===== config.mk =====
export PLATFORM = sky130hd
export DESIGN_NAME = dmem_arbiter
export DESIGN_NICKNAME = d
export VERILOG_FILES = /design/src/rtl/dmem_arbiter.sv
export SDC_FILE = /design/constraint.sdc
export NUM_CORES = 1
export LEC_CHECK = 0
export ABC_CLOCK_PERIOD_IN_PS = 2100
export CAP_MARGIN = 20
export CORE_MARGIN = 10
export CORE_UTILIZATION = 42
export CTS_CLUSTER_SIZE = 8
export DETAILED_ROUTE_END_ITERATION = 16
export PLACE_DENSITY = 0.84
export SYNTH_ARGS = -nofsm -noshare
export SYNTH_HDL_FRONTEND = slang
export SYNTH_SLANG_ARGS = --single-unit

===== constraint.sdc =====
create_clock -name clk -period 2.1 [get_ports clk]
set_input_delay 0.315 -clock clk [delete_from_list [all_inputs] [get_ports clk]]
set_output_delay 0.315 -clock clk [all_outputs]
set_load 0.005 [all_outputs]

===== src/rtl/dmem_arbiter.sv =====
// dmem_arbiter: shares the single data_memory port between the CPU core
// (load/store path) and an external port (program loader / debug).
//
// One access runs at a time: IDLE picks a winner and latches its request,
// ACCESS drives the memory strobes for MEM_LAT cycles, RESP pulses the
// owner's ack for one cycle. Read data is captured into a per-port register
// that changes only on that port's read completions.
//
// Ports:
//   clk, reset               clock; async active-low reset
//   core_req/we/addr/wdata   core request (req is a level held until ack)
//   core_rdata, core_ack     core read data register, one-cycle completion
//   core_stall               core_req & ~core_ack (holds the PC)
//   ext_*                    same set for the external port (no stall)
//   mem_re/we/addr/wdata     data_memory strobes and latched address/data
//   mem_rdata                data_memory read data
//   busy                     high outside IDLE
//   grant_ext                owner of the current or most recent grant
//
// Build option: DMEM_ARB_FIXED_PRIO_EN selects fixed priority (ext wins every
// tie); when undefined, ties alternate round-robin starting with the core.

module dmem_arbiter #(
  parameter int DW      = 12,
  parameter int AW      = 12,
  parameter int MEM_LAT = 1
) (
  input  logic          clk,
  input  logic          reset,
  input  logic          core_req,
  input  logic          core_we,
  input  logic [AW-1:0] core_addr,
  input  logic [DW-1:0] core_wdata,
  output logic [DW-1:0] core_rdata,
  output logic          core_ack,
  output logic          core_stall,
  input  logic          ext_req,
  input  logic          ext_we,
  input  logic [AW-1:0] ext_addr,
  input  logic [DW-1:0] ext_wdata,
  output logic [DW-1:0] ext_rdata,
  output logic          ext_ack,
  output logic          mem_re,
  output logic          mem_we,
  output logic [AW-1:0] mem_addr,
  output logic [DW-1:0] mem_wdata,
  input  logic [DW-1:0] mem_rdata,
  output logic          busy,
  output logic          grant_ext
);

  localparam int CW = 4;  // holds MEM_LAT-1 for MEM_LAT up to 15

  typedef enum logic [1:0] {IDLE, ACCESS, RESP} state_t;

  typedef struct packed {
    logic          we;
    logic [AW-1:0] addr;
    logic [DW-1:0] wdata;
  } req_t;

  state_t        st;
  logic [CW-1:0] cnt;
  logic          lat_we;
  logic          pick_ext;
  req_t          core_r, ext_r, win;

  assign core_r = {core_we, core_addr, core_wdata};
  assign ext_r  = {ext_we, ext_addr, ext_wdata};

`ifdef DMEM_ARB_FIXED_PRIO_EN
  assign pick_ext = ext_req;
`else
  // last_ext resets to 1 so the core takes the first tie.
  logic last_ext;
  assign pick_ext = ext_req & (~core_req | ~last_ext);
`endif

  assign win        = pick_ext ? ext_r : core_r;
  assign core_stall = core_req & ~core_ack;

  always_ff @(posedge clk or negedge reset) begin
    if (!reset) begin
      st         <= IDLE;
      cnt        <= '0;
      lat_we     <= 1'b0;
      mem_re     <= 1'b0;
      mem_we     <= 1'b0;
      mem_addr   <= '0;
      mem_wdata  <= '0;
      core_rdata <= '0;
      ext_rdata  <= '0;
      core_ack   <= 1'b0;
      ext_ack    <= 1'b0;
      busy       <= 1'b0;
      grant_ext  <= 1'b0;
`ifndef DMEM_ARB_FIXED_PRIO_EN
      last_ext   <= 1'b1;
`endif
    end else begin
      case (st)
        IDLE: begin
          if (core_req | ext_req) begin
            lat_we    <= win.we;
            mem_addr  <= win.addr;
            mem_wdata <= win.wdata;
            mem_re    <= ~win.we;
            mem_we    <= win.we;   // write strobe only in the first ACCESS cycle
            grant_ext <= pick_ext;
`ifndef DMEM_ARB_FIXED_PRIO_EN
            last_ext  <= pick_ext;
`endif
            cnt       <= CW'(MEM_LAT - 1);
            busy      <= 1'b1;
            st        <= ACCESS;
          end
        end
        ACCESS: begin
          mem_we <= 1'b0;
          if (cnt == '0) begin
            mem_re <= 1'b0;
            // grant_ext is the owner for the whole access
            if (!lat_we) begin
              if (grant_ext) ext_rdata  <= mem_rdata;
              else           core_rdata <= mem_rdata;
            end
            core_ack <= ~grant_ext;
            ext_ack  <= grant_ext;
            st       <= RESP;
          end else begin
            cnt <= cnt - 1'b1;
          end
        end
        RESP: begin
          core_ack <= 1'b0;
          ext_ack  <= 1'b0;
          busy     <= 1'b0;
          st       <= IDLE;
        end
        default: st <= IDLE;
      endcase
    end
  end

endmodule


==> results_dict.tcl <==
set metrics [dict create \
    status "finished, final reports clean" \
    worstSetupPathDepth 3 \
    first_iter_violations 117 \
    synthMuxAreaShare 0.2050 \
    skew_ns 0.01128 \
    netlist_area_sq_um 2734 \
    n_fill_cell 475 \
    slowest_delay_ns 0.56 \
    synth-warning-count 0 \
    synth.distinct_cells 35 \
    yosys.area_share.adder 0.004577 \
    p_leak_nw 1.863 \
    synth_xor_area_frac 0 \
    area_growth_pct 56.20 \
    hpwl_um 6134 \
    num_rows 29 \
    ys.flop_type "dfrtp_1" \
    firstDrtPassIters 4 \
    hold_path_class "input port to asynchronous set/reset pin" \
    synth-edff-count 0 \
    relSlewSlack 0.5439 \
    worst_pin_slew_ns 0.6789 \
    worstPathMaxFanout 3 \
    cts_tree "built" \
    drtAntennaViolNets 0 \
    cts_buffers 9 \
    wl_per_cell_um 18.03 \
    n_antenna_cell 0 \
    synthCells 221 \
    antenna_found_initial 0 \
    finalWeightedCongestion 0.7807 \
    htreeDepth 3 \
    critPathSlowestCell "clkdlybuf4s50_1" \
    start_util 0.4305 \
    synthTopCellsByArea "dfrtp_1 56%, mux2i_1 11%, mux2_2 9.9%" \
    cpLargestDelayFamily "buffers and inverters" \
    grt_usage 0.1554 \
    post_cts_resized 0 \
    final_cell_area_sq_um 4270 \
    path_common_cell "clkdlybuf4s50_1" \
    synth-simple-area-share 0.06270 \
    vias 2215 \
    clkLatencyLatePin_ns 0.32 \
    clockBufferDepth 2 \
    yosysSeqAreaShare 0.5680 \
    cap_violations 0 \
    yosys.area.top_type "dfrtp_1" \
    cp_cell_sequence "clkdlybuf4s50_1, nor2b_1, clkdlybuf4s50_1" \
    chipHeight_um 100.7 \
    ir_drop_mv 0.8002 \
    grt_max_degree 31 \
    worstSetupPathType "input port to primary output" \
    synth_common_cells "61 x dfrtp_1, 53 x o21ai_0, 29 x mux2i_1" \
    synth-async-reset-ratio 1.000 \
    grt_pass1_vias 2380 \
    yosysMostFrequentCell "dfrtp_1" \
    ctsHoldBuffers 0 \
    syn_nets 288 \
    final-setup-viol-count 0 \
    port_buffers 120 \
    fp.dieW_um 100.7 \
    startpoint_type "input port" \
    power_per_cell_area_nw_per_um2 1363 \
    drive_gt1_frac 0.1695 \
    worst-endpoint-required_ns 1.78 \
    max_freq_ghz 0.5336 \
    finalMaxSlewViolations 0 \
    grt_pass1_wl_um 12570 \
    wirelength_um 7770 \
    crit_path_end_kind "primary output" \
    rsz0062_at_grt "no" \
    core_sq_um 6350 \
    worstPathArrival_ns 1.56 \
    synth_top_area_frac 0.5584 \
    path_clk_slew_ns 0.07 \
    worstPathBufferInverterCount 2 \
    ys_ff_latch 62 \
    synth.avg_cell_area_sq_um 12.37 \
    nNetsFinal 416 \
    synth_top_family_by_area "multiplexers" \
    dpl_cell_area_sq_um 4069 \
    avgViaCountPerCell 5.139 \
    setup_tns_ns 0 \
    io_pins 121 \
    reg2reg_depth 6 \
    finalCritPeriodShare 0.8924 \
    final-hold-violation-count 0 \
    synth_compound_area_frac 0.1249 \
    grt-ovfl-total 0 \
    min_period_ns 1.874 \
    die_area_sq_um 10140 \
    root_buffer "clkbuf_8" \
    post_cts_buffers 0 \
    cts_sinks 62 \
    hold_ws_ns 0.01356 \
    drc 0 \
]
==> through the flow <==
stage	utilization	setup WS (ns)	power, W	instances
after CTS	0.6725	0.2230	0.005909	431
after global routing	0.6725	0.1932	0.006248	431
after detailed placement	0.6408	0.2293	0.004843	415
final	0.6725	0.2260	0.005822	431
after floorplan	-	0.4571	0.003257	221
after global placement	0.6408	0.2295	0.004734	415
==> cell usage in the layout (no fill, tap or decap), types with 2 or more instances in the layout <==
| cell type | netlist | routed |
|---|---|---|
| mux2i_1 | 29 | 29 |
| nand2_1 | 5 | 5 |
| buf_12 | 0 | 3 |
| o21ai_0 | 53 | 53 |
| clkbuf_1 | 7 | 2 |
| a21oi_1 | 2 | 2 |
| nor3_1 | 2 | 2 |
| inv_1 | 5 | 5 |
| nor2_2 | 1 | 2 |
| nand2b_1 | 2 | 2 |
| clkbuf_8 | 0 | 11 |
| mux2_2 | 24 | 24 |
| dfrtp_1 | 61 | 61 |
| nor2_1 | 3 | 2 |
| buf_4 | 3 | 7 |
| clkdlybuf4s50_1 | 0 | 119 |
==> final timing paths <==
| check | startpoint | end | slack, ns |
|---|---|---|---|
| max | core_req | core_stall | 0.23 |
| min | reset | ext_rdata[5] | 0.01 |
| max reg2reg | cnt[0] | ext_rdata[10] | 0.32 |
| min reg2reg | busy | busy | 0.49 |
| max in group asynchronous | reset | ext_rdata[9] | 1.50 |
| min in group clk | busy | busy | 0.49 |
==> report_power, final <==
group	switching, W	internal [W]	leakage [nW]	total [W]
registers	0.000315	0.00178	0.754	0.00210
clock network	0.000441	0.000613	0.0996	0.00105
logic	0.00107	0.00160	1.01	0.00267
==> area by class of cell <==
class,count,area (sq um),area share
Multi-Input combinational cell,141,1092,0.2558
Inverter,5,18.77,0.004395
Clock inverter,3,42.54,0.009962
Tap cell,77,96.34,0.02256
Sequential cell,62,1553,0.3636
Timing Repair Buffer,130,1309,0.3065
Clock buffer,13,158.9,0.03721
==> kinds of logic (layout without fill, tap and decap cells) <==
family / Yosys count / after routing
AO/OA/AOI/OAI: 64 / 64
flip-flops: 62 / 62
adder cells (fa/ha/maj): 1 / 1
buffers and inverters: 18 / 151
multiplexers: 53 / 53
AND/OR/NAND/NOR: 23 / 23
==> flip-flops by register name (all words and copies together) (netlist names) <==
signal and flops:
mem_we 1, mem_re 1, last_ext 1, grant_ext 1
ext_rdata 12, cnt 4, lat_we 1, mem_addr 12
st 2, core_ack 1, busy 1, mem_wdata 12
core_rdata 12, ext_ack 1
==> per-layer routing <==
metal	GRT usage	wire length [um]	part of all wire
met3	0.04664	477	0.061
met4	0.06196	138	0.018
met5	0	0	0
met2	0.2732	4193	0.54
met1	0.1701	2962	0.38
Note: power is estimated with default switching activity, not from simulation.
